==> src/rtl/ghost_nav.sv <==
// ============================================================================
// ghost_nav -- wall-aware, target-seeking movement controller for one ghost.
//
// Each accepted step pulse runs four EVAL cycles (one per candidate
// neighbour, in the order up, left, down, right), then one MOVE cycle that
// commits the chosen tile. The selection rules are:
//   * A candidate is open when it lies inside the grid and its wall bit is 0.
//   * Among the open candidates that are not the reverse of the current
//     heading, the lowest squared distance to the target wins. On a tie the
//     earlier candidate in the order wins.
//   * The reverse direction is taken only when it is the sole open
//     direction, or when a forced reversal (caused by a mode change) is
//     pending and the reverse tile is open.
//
// Optional feature macro: GHOST_FRIGHT_EN
//   Defined   : an 8-bit Galois LFSR (taps 8,6,5,4) runs every clock. In
//               frightened mode the first open non-reverse candidate at or
//               after index LFSR[1:0] (cyclic up, left, down, right) wins.
//   Undefined : no LFSR. Frightened mode behaves exactly like scatter.
//
// Ports
//   i_clk             system clock
//   i_reset           asynchronous, active-high reset
//   i_step            one-cycle move request (ignored while busy)
//   i_mode            0=chase, 1=scatter, 2=frightened, 3=hold
//   i_target_col/row  chase target tile, sampled at step acceptance
//   i_tilemap_walls   bit[row*COLS+col]=1 marks a wall; read during EVAL
//   o_x / o_y         pixel position (tile index * TILE_SIZE), registered
//   o_ghost_direction current heading (DIR_UP/DIR_LEFT/DIR_DOWN/DIR_RIGHT)
//   o_busy            high from step acceptance until the move completes
//   o_done            one-cycle pulse when the new position is valid
// ============================================================================

// Direction codes. The numeric values equal the candidate evaluation order,
// and the opposite of any direction is that code with bit 1 flipped.
`ifndef DIR_UP
`define DIR_UP    2'd0
`endif
`ifndef DIR_LEFT
`define DIR_LEFT  2'd1
`endif
`ifndef DIR_DOWN
`define DIR_DOWN  2'd2
`endif
`ifndef DIR_RIGHT
`define DIR_RIGHT 2'd3
`endif

module ghost_nav #(
  parameter int         TILE_SIZE   = 20,
  parameter int         COLS        = 32,
  parameter int         ROWS        = 24,
  parameter int         START_COL   = 30,
  parameter int         START_ROW   = 16,
  parameter logic [1:0] START_DIR   = `DIR_DOWN,
  parameter int         SCATTER_COL = 31,
  parameter int         SCATTER_ROW = 23,
  parameter logic [7:0] LFSR_SEED   = 8'hA5
) (
  input  logic                                i_clk,
  input  logic                                i_reset,
  input  logic                                i_step,
  input  logic [1:0]                          i_mode,
  input  logic [$clog2(COLS)-1:0]             i_target_col,
  input  logic [$clog2(ROWS)-1:0]             i_target_row,
  input  logic [ROWS*COLS-1:0]                i_tilemap_walls,
  output logic [$clog2(COLS*TILE_SIZE)-1:0]   o_x,
  output logic [$clog2(ROWS*TILE_SIZE)-1:0]   o_y,
  output logic [1:0]                          o_ghost_direction,
  output logic                                o_busy,
  output logic                                o_done
);

  localparam int CW = $clog2(COLS);
  localparam int RW = $clog2(ROWS);
  localparam int XW = $clog2(COLS*TILE_SIZE);
  localparam int YW = $clog2(ROWS*TILE_SIZE);
  localparam int IW = $clog2(ROWS*COLS);
  localparam int MW = (CW > RW) ? CW : RW;
  localparam int SW = 2*MW + 1;

  localparam logic [1:0] MODE_CHASE   = 2'd0;
  localparam logic [1:0] MODE_SCATTER = 2'd1;
  localparam logic [1:0] MODE_HOLD    = 2'd3;

  // An all-zero seed would lock the LFSR; reject it at elaboration.
  if (LFSR_SEED == 8'h00) begin : g_seed_check
    $error("ghost_nav: LFSR_SEED must be nonzero");
  end

  typedef enum logic [1:0] {
    S_IDLE,
    S_EVAL,
    S_MOVE
  } state_t;

  state_t            r_state;
  logic [CW-1:0]     r_col;
  logic [RW-1:0]     r_row;
  logic [1:0]        r_dir;
  logic [XW-1:0]     r_x;
  logic [YW-1:0]     r_y;
  logic              r_busy;
  logic              r_done;
  logic [1:0]        r_idx;         // candidate under evaluation
  logic [CW-1:0]     r_tcol;        // latched target
  logic [RW-1:0]     r_trow;
  logic [3:0]        r_open;        // open flag per candidate
  logic              r_best_valid;  // a non-reverse open candidate was seen
  logic [1:0]        r_best_dir;
  logic [SW-1:0]     r_best_score;
  logic              r_force;       // forced reversal pending
  logic [1:0]        r_prev_mode;   // mode of the previous accepted step

`ifdef GHOST_FRIGHT_EN
  logic [7:0]        r_lfsr;
  logic [1:0]        r_rand;        // LFSR[1:0] latched at acceptance
  logic              r_fright;      // latched mode is frightened
`endif

  // --------------------------------------------------------------------------
  // Effective mode: without the frightened feature, mode 2 is scatter in
  // every respect, including how mode changes trigger a forced reversal.
  // --------------------------------------------------------------------------
  logic [1:0] w_mode_eff;
`ifdef GHOST_FRIGHT_EN
  assign w_mode_eff = i_mode;
`else
  assign w_mode_eff = (i_mode == 2'd2) ? MODE_SCATTER : i_mode;
`endif

  // --------------------------------------------------------------------------
  // Candidate neighbour for the current EVAL index. Off-grid neighbours are
  // treated as walls, so the coordinate is only stepped when it stays inside.
  // --------------------------------------------------------------------------
  logic [CW-1:0] w_ncol;
  logic [RW-1:0] w_nrow;
  logic          w_in_grid;

  // NOTE: every signal written in always_comb gets a default first, so no
  // path can leave it unassigned and infer a latch.
  always_comb begin
    w_ncol    = r_col;
    w_nrow    = r_row;
    w_in_grid = 1'b0;
    case (r_idx)
      `DIR_UP: begin
        w_in_grid = (r_row != '0);
        if (w_in_grid) w_nrow = r_row - 1'b1;
      end
      `DIR_LEFT: begin
        w_in_grid = (r_col != '0);
        if (w_in_grid) w_ncol = r_col - 1'b1;
      end
      `DIR_DOWN: begin
        w_in_grid = (r_row != RW'(ROWS-1));
        if (w_in_grid) w_nrow = r_row + 1'b1;
      end
      default: begin
        w_in_grid = (r_col != CW'(COLS-1));
        if (w_in_grid) w_ncol = r_col + 1'b1;
      end
    endcase
  end

  logic [IW-1:0] w_wall_idx;
  logic          w_open;
  logic [CW-1:0] w_dx;
  logic [RW-1:0] w_dy;
  logic [SW-1:0] w_score;

  assign w_wall_idx = IW'(w_nrow) * IW'(COLS) + IW'(w_ncol);
  assign w_open     = w_in_grid & ~i_tilemap_walls[w_wall_idx];
  assign w_dx       = (w_ncol >= r_tcol) ? (w_ncol - r_tcol) : (r_tcol - w_ncol);
  assign w_dy       = (w_nrow >= r_trow) ? (w_nrow - r_trow) : (r_trow - w_nrow);
  assign w_score    = SW'(w_dx) * SW'(w_dx) + SW'(w_dy) * SW'(w_dy);

  // --------------------------------------------------------------------------
  // Move decision, consumed in the MOVE cycle.
  // --------------------------------------------------------------------------
  logic [1:0] w_rev;
  logic [3:0] w_nonrev;
  logic [1:0] w_pick_dir;

  assign w_rev    = r_dir ^ 2'd2;
  assign w_nonrev = r_open & ~(4'b0001 << w_rev);

`ifdef GHOST_FRIGHT_EN
  logic [1:0] w_fr_dir;
  logic [1:0] w_cand;

  // Walk the cyclic order downwards so the lowest offset from r_rand that is
  // open wins the final assignment.
  always_comb begin
    w_fr_dir = r_best_dir;
    w_cand   = r_rand;
    for (int k = 3; k >= 0; k--) begin
      w_cand = r_rand + 2'(k);
      if (w_nonrev[w_cand]) w_fr_dir = w_cand;
    end
  end

  assign w_pick_dir = r_fright ? w_fr_dir : r_best_dir;
`else
  assign w_pick_dir = r_best_dir;
`endif

  logic       w_sel_valid;
  logic [1:0] w_sel_dir;
  logic       w_consume;

  always_comb begin
    w_sel_valid = 1'b0;
    w_sel_dir   = r_dir;
    w_consume   = 1'b0;
    if (r_force && r_open[w_rev]) begin
      w_sel_valid = 1'b1;
      w_sel_dir   = w_rev;
      w_consume   = 1'b1;
    end else if (|w_nonrev) begin
      w_sel_valid = 1'b1;
      w_sel_dir   = w_pick_dir;
    end else if (r_open[w_rev]) begin
      w_sel_valid = 1'b1;
      w_sel_dir   = w_rev;
    end
  end

  // Destination tile; a selected direction is always open, hence in-grid.
  logic [CW-1:0] w_mcol;
  logic [RW-1:0] w_mrow;

  always_comb begin
    w_mcol = r_col;
    w_mrow = r_row;
    if (w_sel_valid) begin
      case (w_sel_dir)
        `DIR_UP:   w_mrow = r_row - 1'b1;
        `DIR_LEFT: w_mcol = r_col - 1'b1;
        `DIR_DOWN: w_mrow = r_row + 1'b1;
        default:   w_mcol = r_col + 1'b1;
      endcase
    end
  end

  // --------------------------------------------------------------------------
  // Free-running LFSR for frightened mode.
  // --------------------------------------------------------------------------
`ifdef GHOST_FRIGHT_EN
  always_ff @(posedge i_clk or posedge i_reset) begin
    if (i_reset) begin
      r_lfsr <= LFSR_SEED;
    end else begin
      r_lfsr <= {1'b0, r_lfsr[7:1]} ^ (r_lfsr[0] ? 8'hB8 : 8'h00);
    end
  end
`endif

  // --------------------------------------------------------------------------
  // Control FSM with registered outputs.
  // --------------------------------------------------------------------------
  // NOTE: sequential state uses non-blocking assignments so every register
  // samples pre-edge values regardless of statement order.
  always_ff @(posedge i_clk or posedge i_reset) begin
    if (i_reset) begin
      r_state      <= S_IDLE;
      r_col        <= CW'(START_COL);
      r_row        <= RW'(START_ROW);
      r_dir        <= START_DIR;
      r_x          <= XW'(START_COL * TILE_SIZE);
      r_y          <= YW'(START_ROW * TILE_SIZE);
      r_busy       <= 1'b0;
      r_done       <= 1'b0;
      r_idx        <= 2'd0;
      r_tcol       <= '0;
      r_trow       <= '0;
      r_open       <= 4'b0000;
      r_best_valid <= 1'b0;
      r_best_dir   <= 2'd0;
      r_best_score <= '0;
      r_force      <= 1'b0;
      r_prev_mode  <= MODE_CHASE;
`ifdef GHOST_FRIGHT_EN
      r_rand       <= 2'd0;
      r_fright     <= 1'b0;
`endif
    end else begin
      r_done <= 1'b0;
      case (r_state)
        S_IDLE: begin
          if (i_step && (i_mode != MODE_HOLD)) begin
            if (w_mode_eff == MODE_CHASE) begin
              r_tcol <= i_target_col;
              r_trow <= i_target_row;
            end else begin
              r_tcol <= CW'(SCATTER_COL);
              r_trow <= RW'(SCATTER_ROW);
            end
            // A pending reversal survives until a move actually uses it.
            if (w_mode_eff != r_prev_mode) r_force <= 1'b1;
            r_prev_mode  <= w_mode_eff;
`ifdef GHOST_FRIGHT_EN
            r_rand       <= r_lfsr[1:0];
            r_fright     <= (w_mode_eff == 2'd2);
`endif
            r_idx        <= 2'd0;
            r_open       <= 4'b0000;
            r_best_valid <= 1'b0;
            r_busy       <= 1'b1;
            r_state      <= S_EVAL;
          end
        end

        S_EVAL: begin
          r_open[r_idx] <= w_open;
          // Strict less-than keeps the earlier candidate on a tie.
          if (w_open && (r_idx != w_rev) &&
              (!r_best_valid || (w_score < r_best_score))) begin
            r_best_valid <= 1'b1;
            r_best_dir   <= r_idx;
            r_best_score <= w_score;
          end
          r_idx <= r_idx + 2'd1;
          if (r_idx == 2'd3) r_state <= S_MOVE;
        end

        S_MOVE: begin
          if (w_sel_valid) begin
            r_col <= w_mcol;
            r_row <= w_mrow;
            r_dir <= w_sel_dir;
            r_x   <= XW'(w_mcol) * XW'(TILE_SIZE);
            r_y   <= YW'(w_mrow) * YW'(TILE_SIZE);
          end
          if (w_consume) r_force <= 1'b0;
          r_done  <= 1'b1;
          r_busy  <= 1'b0;
          r_state <= S_IDLE;
        end

        default: r_state <= S_IDLE;
      endcase
    end
  end

  assign o_x               = r_x;
  assign o_y               = r_y;
  assign o_ghost_direction = r_dir;
  assign o_busy            = r_busy;
  assign o_done            = r_done;

endmodule

==> config.mk <==
export PLATFORM = sky130hd
export DESIGN_NAME = ghost_nav
export DESIGN_NICKNAME = d
export VERILOG_FILES = /design/src/rtl/ghost_nav.sv
export SDC_FILE = /design/constraint.sdc
export NUM_CORES = 1
export LEC_CHECK = 0
export ABC_CLOCK_PERIOD_IN_PS = 10900
export CORE_AREA = 2 2 309 311
export CTS_BUF_LIST = sky130_fd_sc_hd__clkbuf_8 sky130_fd_sc_hd__clkbuf_16
export CTS_CLUSTER_DIAMETER = 60
export DETAILED_ROUTE_END_ITERATION = 12
export DIE_AREA = 0 0 311 313
export PLACE_DENSITY = 0.39
export SYNTH_ARGS = -nofsm -noshare
export SYNTH_HDL_FRONTEND = slang
export SYNTH_SLANG_ARGS = --single-unit
==> constraint.sdc <==
create_clock -name i_clk -period 10.9 [get_ports i_clk]
set_input_delay 1.635 -clock i_clk [delete_from_list [all_inputs] [get_ports i_clk]]
set_output_delay 1.635 -clock i_clk [all_outputs]
set_load 0.02 [all_outputs]
==> results.md, run 1 <==
## Run status
* **outcome** finished clean

## Synthesis
* **fraction of the yosys area taken by sequential cells** 0.1135
* **number of distinct library cells after synthesis** 96
* **synth top area cells** sky130_fd_sc_hd__nand2_1 (16%), sky130_fd_sc_hd__dfrtp_1 (9.2%), sky130_fd_sc_hd__ha_1 (7.4%)
* **Post-synth EDFFs** 0
* **largest area contributor in the netlist** sky130_fd_sc_hd__nand2_1
* **fraction of synthesized cell area taken by the top area cell type** 0.1622
* **flop and latch count out of synthesis** 60
* **Synth Flop Type** sky130_fd_sc_hd__dfrtp_1
* **synth cell count leaders** sky130_fd_sc_hd__nand2_1 (577), sky130_fd_sc_hd__nand3_1 (186), sky130_fd_sc_hd__inv_1 (90)
* **Avg Synthesized Cell Area** 6.713 µm²
* **cell count after synthesis** 1,989
* **proportion of register bits with asynchronous set or reset after synthesis** 1.000
* **Post-Syn Area** 0.01335 mm²
* **Warnings, synthesis** 0
* **cell with the most instances after synthesis** sky130_fd_sc_hd__nand2_1

## Floorplan
* **Initial Utilization** 0.1418
* **total die area** 0.09734 mm²
* **Row Count** 113
* **Die W** 311 µm
* **number of top-level design ports** 806
* **overall die height** 313 µm
* **Core Area** 0.09416 mm²

## Global routing
* **combined global-route utilization of all metal layers** 0.2103
* **global-route wire length before repair** 146.1 mm
* **initial antenna violation count** 18
* **vias in the first global route** 18,165
* **maximum number of pins on one net before global-route repair** 129
* **overall overflow remaining after global route** 0

## Timing
* **min Tclk post-route** 10.19 ns
* **Max transition margin** 0.2549
* **final critical-path share of the clock period** 0.9350
* **setup skew after layout** 0.01052 ns
* **final setup violation count** 0
* **final hold violations** 0
* **measured slew at the worst slew-check pin** 1.107 ns
* **Final Max Slew Viols** 0
* **upper clock frequency limit** 98.12 MHz

## Worst setup path
* **setup slack, reg-to-reg** 0.71 ns
* **Slowest-stage cell, CP** sky130_fd_sc_hd__dfrtp_1
* **endpoint of the lowest-slack register-to-register path** r_best_score[2]
* **Worst Setup Path Type** reg -> reg
* **type of element capturing the critical path** flip-flop
* **largest incremental delay on the critical path** 0.56 ns
* **Max Fanout on Critical Path** 17
* **nature of the critical path startpoint** flip-flop
* **number of cells on the worst reg-to-reg path** 41
* **CP required** 11.12 ns
* **arrival time reported for the critical path endpoint** 10.42 ns
* **R2R Path Start** r_col[0]

## Placement
* **final HPWL from detailed placement** 85.89 mm
* **IO buf count** 801
* **placed inst area** 0.02249 mm²
* **final weighted congestion in routability-driven placement** 0.8662

## Clock network
* **number of sinks driven by the clock tree** 60
* **maximum level of the CTS H-tree** 3
* **post-CTS setup buffers** 0
* **Bufs on Longest Clock Path** 2
* **CTS tree** built
* **root buffer cell** sky130_fd_sc_hd__clkbuf_16
* **Worst-path clk slew** 0.06 ns
* **TritonCTS buffer count** 9
* **clock latency at the later pin of the worst-skew pair** 0.35 ns

## Route
* **DRC marker count from the first detailed-route iteration** 1,213
* **drt drc** 0
* **Total Wirelength** 107.2 mm
* **wire per inst** 27.07 µm
* **Final ANT Viol Nets** 0
* **ratio of routed vias to standard cells** 4.477
* **number of vias after detailed routing** 17,726
* **first-pass iteration count of the detailed router** 5

## Finish
* **area taken by flip-flops and latches** 0.001515 mm²
* **area overhead of the layout relative to synthesis** 71.34%
* **share of cells above drive strength 1** 0.05887
* **combined area of the multi-input logic cells** 0.01065 mm²
* **post-layout instance area** 0.02288 mm²
* **number of filler cells placed in the layout** 10,711
* **number of nets in the layout** 3,568

## Hold path
* **count of cells along the worst hold path** 2
* **sink of the worst hold path** o_x[6]
* **HP Class** reg -> reg
* **hold path start** o_x[6]

## Job
* **max-cap violation count** 0

[timing repair]
item,4_1_cts,5_1_grt
setup endpoints to repair,0,11
resized for setup,0,4
hold buffers,0,0
[placed cells by master, fill, tap and decap left out, types with 18 or more instances in the layout]
master                            count
sky130_fd_sc_hd__a32oi_1             18
sky130_fd_sc_hd__dfrtp_1             49
sky130_fd_sc_hd__mux4_2              18
sky130_fd_sc_hd__nor2_1              61
sky130_fd_sc_hd__mux2i_1             50
sky130_fd_sc_hd__a31oi_1             48
sky130_fd_sc_hd__a211oi_1            42
sky130_fd_sc_hd__buf_4               41
sky130_fd_sc_hd__nand3_1            186
sky130_fd_sc_hd__ha_1                79
sky130_fd_sc_hd__and3_1              54
sky130_fd_sc_hd__nor3_1              23
sky130_fd_sc_hd__nor2b_1             18
sky130_fd_sc_hd__xnor2_1             25
sky130_fd_sc_hd__fa_1                27
sky130_fd_sc_hd__nand2_1            577
sky130_fd_sc_hd__a311oi_1            30
sky130_fd_sc_hd__inv_1               88
sky130_fd_sc_hd__nand4_1             31
sky130_fd_sc_hd__clkdlybuf4s50_1    801
sky130_fd_sc_hd__a21oi_1             84
sky130_fd_sc_hd__o21ai_0             50
[critical path, delay by kind of cell, from the launching register on]
| kind | cells | cell delay, ns |
|---|---|---|
| AO/OA/AOI/OAI | 13 | 2.46 |
| adder cells (fa/ha/maj) | 10 | 3.99 |
| XOR/XNOR | 2 | 0.58 |
| buffers and inverters | 4 | 0.46 |
| multiplexers | 2 | 0.54 |
| AND/OR/NAND/NOR | 10 | 1.48 |
| flip-flops | 1 | 0.56 |
[routing by layer]
layer  vias to the layer above  track usage  part of all wire  routed length (µm)
met1                      8573       0.2680              0.43               46050
met2                       610       0.3845              0.51               54940
met3                        51      0.03169             0.050                5313
li1                       8482            -                 -                   -
met4                        10      0.02075            0.0074                 798
met5                         -            0           0.00049                  52
[sequential cells by signal (all words and copies together) (netlist names)]
name / flops
o_busy: 1
o_done: 1
o_ghost_direction: 2
o_x: 6
o_y: 5
r_best_dir: 2
r_best_score: 11
r_best_valid: 1
r_col: 5
r_force: 1
r_idx: 2
r_open: 4
r_prev_mode: 2
r_row: 5
r_state: 2
r_tcol: 5
r_trow: 5
[through the flow]
step	setup slack, ns	TNS [ns]	cells	utilization	hold slack (ns)
floorplan	1.120	0	1992	-	0.4713
global placement	0.6666	0	3933	0.2388	0.4560
global route	-0.00006040	-0.00006040	3953	0.2428	0.4814
CTS	0.4955	0	3949	0.2426	0.4631
detailed placement	0.5308	0	3933	0.2388	0.4502
finish	0.7086	0	3959	0.2430	0.4618
[area by class of cell]
class,count,share of cell area
Clock buffer,11,0.01105
Timing Repair Buffer,844,0.3657
Sequential cell,60,0.06623
Tap cell,1265,0.06918
Inverter,96,0.01684
Clock inverter,5,0.004320
Multi-Input combinational cell,1668,0.4656
Antenna cell,10,0.001094
[worst max-delay path by stage]
stage	startpoint	end	slack (ns)
finish	r_col[0]	r_best_score[2]	0.71
global route	r_col[0]	r_best_score[4]	-0.00006
CTS	r_col[0]	r_best_score[2]	0.50
detailed placement	r_col[0]	r_best_score[2]	0.53
global placement	r_col[0]	r_best_score[5]	0.67
floorplan	r_col[0]	r_best_dir[0]	1.12
[cells by family after synthesis]
logic type      count (synthesis)  share of synthesized area
compound gates                408                     0.2151
xor+xnor                       34                    0.02230
fa+ha+maj                     106                     0.1145
buf+inv                       264                    0.09689
flops                          60                     0.1135
mux                            88                    0.08658
other cells                     1                  0.0002808
simple gates                 1028                     0.3508
Power of run 1 is left out: the tool's default activity adds up to more than one toggle a clock period on the data nets, which glitch-free logic cannot reach.
==> run 2: changes to the inputs <==
- CTS_BUF_LIST: sky130_fd_sc_hd__clkbuf_8 sky130_fd_sc_hd__clkbuf_16 -> unset
==> results.md, run 2 (synthesized netlist as in run 1, its figures left out) <==
## Run status
* **outcome** finished clean

## Route
* **DRC marker count from the first detailed-route iteration** 1,213
* **Final ANT Viol Nets** 0
* **drt drc** 0
* **Total Wirelength** 107.2 mm
* **ratio of routed vias to standard cells** 4.477
* **first-pass iteration count of the detailed router** 5
* **number of vias after detailed routing** 17,726
* **wire per inst** 27.07 µm

## Worst setup path
* **largest incremental delay on the critical path** 0.56 ns
* **origin of the worst setup path** r_col[0]
* **arrival time reported for the critical path endpoint** 10.42 ns
* **setup slack, reg-to-reg** 0.71 ns
* **type of element capturing the critical path** flip-flop
* **nature of the critical path startpoint** flip-flop
* **endpoint of the lowest-slack register-to-register path** r_best_score[2]
* **worst setup path endpoint** r_best_score[2]
* **number of cells on the worst reg-to-reg path** 41
* **R2R Path Start** r_col[0]
* **Max Fanout on Critical Path** 17
* **CP required** 11.12 ns
* **Slowest-stage cell, CP** sky130_fd_sc_hd__dfrtp_1
* **Worst Setup Path Type** reg -> reg

## Global routing
* **global-route wire length before repair** 146.1 mm
* **combined global-route utilization of all metal layers** 0.2103
* **vias in the first global route** 18,165
* **overall overflow remaining after global route** 0
* **initial antenna violation count** 18
* **maximum number of pins on one net before global-route repair** 129

## Clock network
* **Bufs on Longest Clock Path** 2
* **maximum level of the CTS H-tree** 3
* **clock latency at the later pin of the worst-skew pair** 0.35 ns
* **root buffer cell** sky130_fd_sc_hd__clkbuf_16
* **number of sinks driven by the clock tree** 60
* **CTS tree** built
* **TritonCTS buffer count** 9
* **Worst-path clk slew** 0.06 ns
* **CTS Hold Buffers Added** 0

## Finish
* **most common library cell in the layout ignoring fill and taps** sky130_fd_sc_hd__clkdlybuf4s50_1
* **most used cells in the layout excluding fill and tap cells** sky130_fd_sc_hd__clkdlybuf4s50_1 (801), sky130_fd_sc_hd__nand2_1 (577), sky130_fd_sc_hd__nand3_1 (186)
* **flip-flop count of the largest register, all copies and words added** 11
* **Finished Core Util** 0.2430
* **register with the highest flop count** r_best_score
* **number of filler cells placed in the layout** 10,711
* **share of cells above drive strength 1** 0.05887
* **area overhead of the layout relative to synthesis** 71.34%
* **number of nets in the layout** 3,568

## Floorplan
* **total die area** 0.09734 mm²
* **Core Area** 0.09416 mm²
* **Row Count** 113
* **Die W** 311 µm
* **overall die height** 313 µm
* **number of top-level design ports** 806
* **Initial Utilization** 0.1418

## Timing
* **measured slew at the worst slew-check pin** 1.107 ns
* **upper clock frequency limit** 98.12 MHz
* **setup skew after layout** 0.01052 ns
* **final setup violation count** 0
* **Max transition margin** 0.2549
* **final hold violations** 0
* **min Tclk post-route** 10.19 ns
* **Final Max Slew Viols** 0
* **final critical-path share of the clock period** 0.9350

## Placement
* **IO buf count** 801
* **final HPWL from detailed placement** 85.89 mm
* **final weighted congestion in routability-driven placement** 0.8662

## Hold path
* **HP Class** reg -> reg

## Job
* **max-cap violation count** 0

==> run 2: what timing repair did <==
item,in CTS,in global routing
setup endpoints to repair,0,11
setup buffers,0,0
gates resized for setup,0,4
==> run 2: critical path: cells and delay by family, from the launching register on <==
| family | cells | cell delay [ns] |
|---|---|---|
| AO/OA/AOI/OAI | 13 | 2.46 |
| XOR/XNOR | 2 | 0.58 |
| adder cells (fa/ha/maj) | 10 | 3.99 |
| buffers and inverters | 4 | 0.46 |
| flip-flops | 1 | 0.56 |
| multiplexers | 2 | 0.54 |
| AND/OR/NAND/NOR | 10 | 1.48 |
==> run 2: how the worst min path moves through the flow <==
stage | cells after the start | endpoint | startpoint
after floorplan | 1 | r_best_valid | r_best_valid
after CTS | 2 | o_x[4] | o_x[4]
after detailed placement | 2 | o_x[4] | o_x[4]
after global routing | 2 | o_y[6] | o_y[6]
final | 2 | o_x[6] | o_x[6]
after global placement | 2 | o_x[4] | o_x[4]
==> run 2: layout make-up <==
| type | instances | area (µm²) | area share |
|---|---|---|---|
| Multi-Input combinational cell | 1668 | 10650 | 0.4656 |
| Sequential cell | 60 | 1515 | 0.06623 |
| Clock buffer | 12 | 256.5 | 0.01121 |
| Antenna cell | 10 | 25.02 | 0.001094 |
| Inverter | 96 | 385.4 | 0.01684 |
| Clock inverter | 4 | 95.09 | 0.004156 |
| Tap cell | 1265 | 1583 | 0.06918 |
| Timing Repair Buffer | 844 | 8366 | 0.3657 |
==> run 2: layer usage <==
metal / part of all wire / global-route usage / up-vias
li1: - / - / 8482
met5: 0.00049 / 0 / -
met1: 0.43 / 0.2680 / 8573
met3: 0.050 / 0.03169 / 51
met2: 0.51 / 0.3845 / 610
met4: 0.0074 / 0.02075 / 10
==> run 2: through the flow <==
stage | TNS [ns] | instance area [µm²] | instances | setup WS (ns) | hold slack, ns
final | 0 | 22880 | 3959 | 0.7086 | 0.4617
after global routing | -0.00006040 | 22860 | 3953 | -0.00006040 | 0.4814
after CTS | 0 | 22840 | 3949 | 0.4955 | 0.4630
after detailed placement | 0 | 22490 | 3933 | 0.5308 | 0.4502
after global placement | 0 | 22490 | 3933 | 0.6666 | 0.4560
after floorplan | 0 | 13360 | 1992 | 1.120 | 0.4713
Power of run 2 is left out for the same reason.
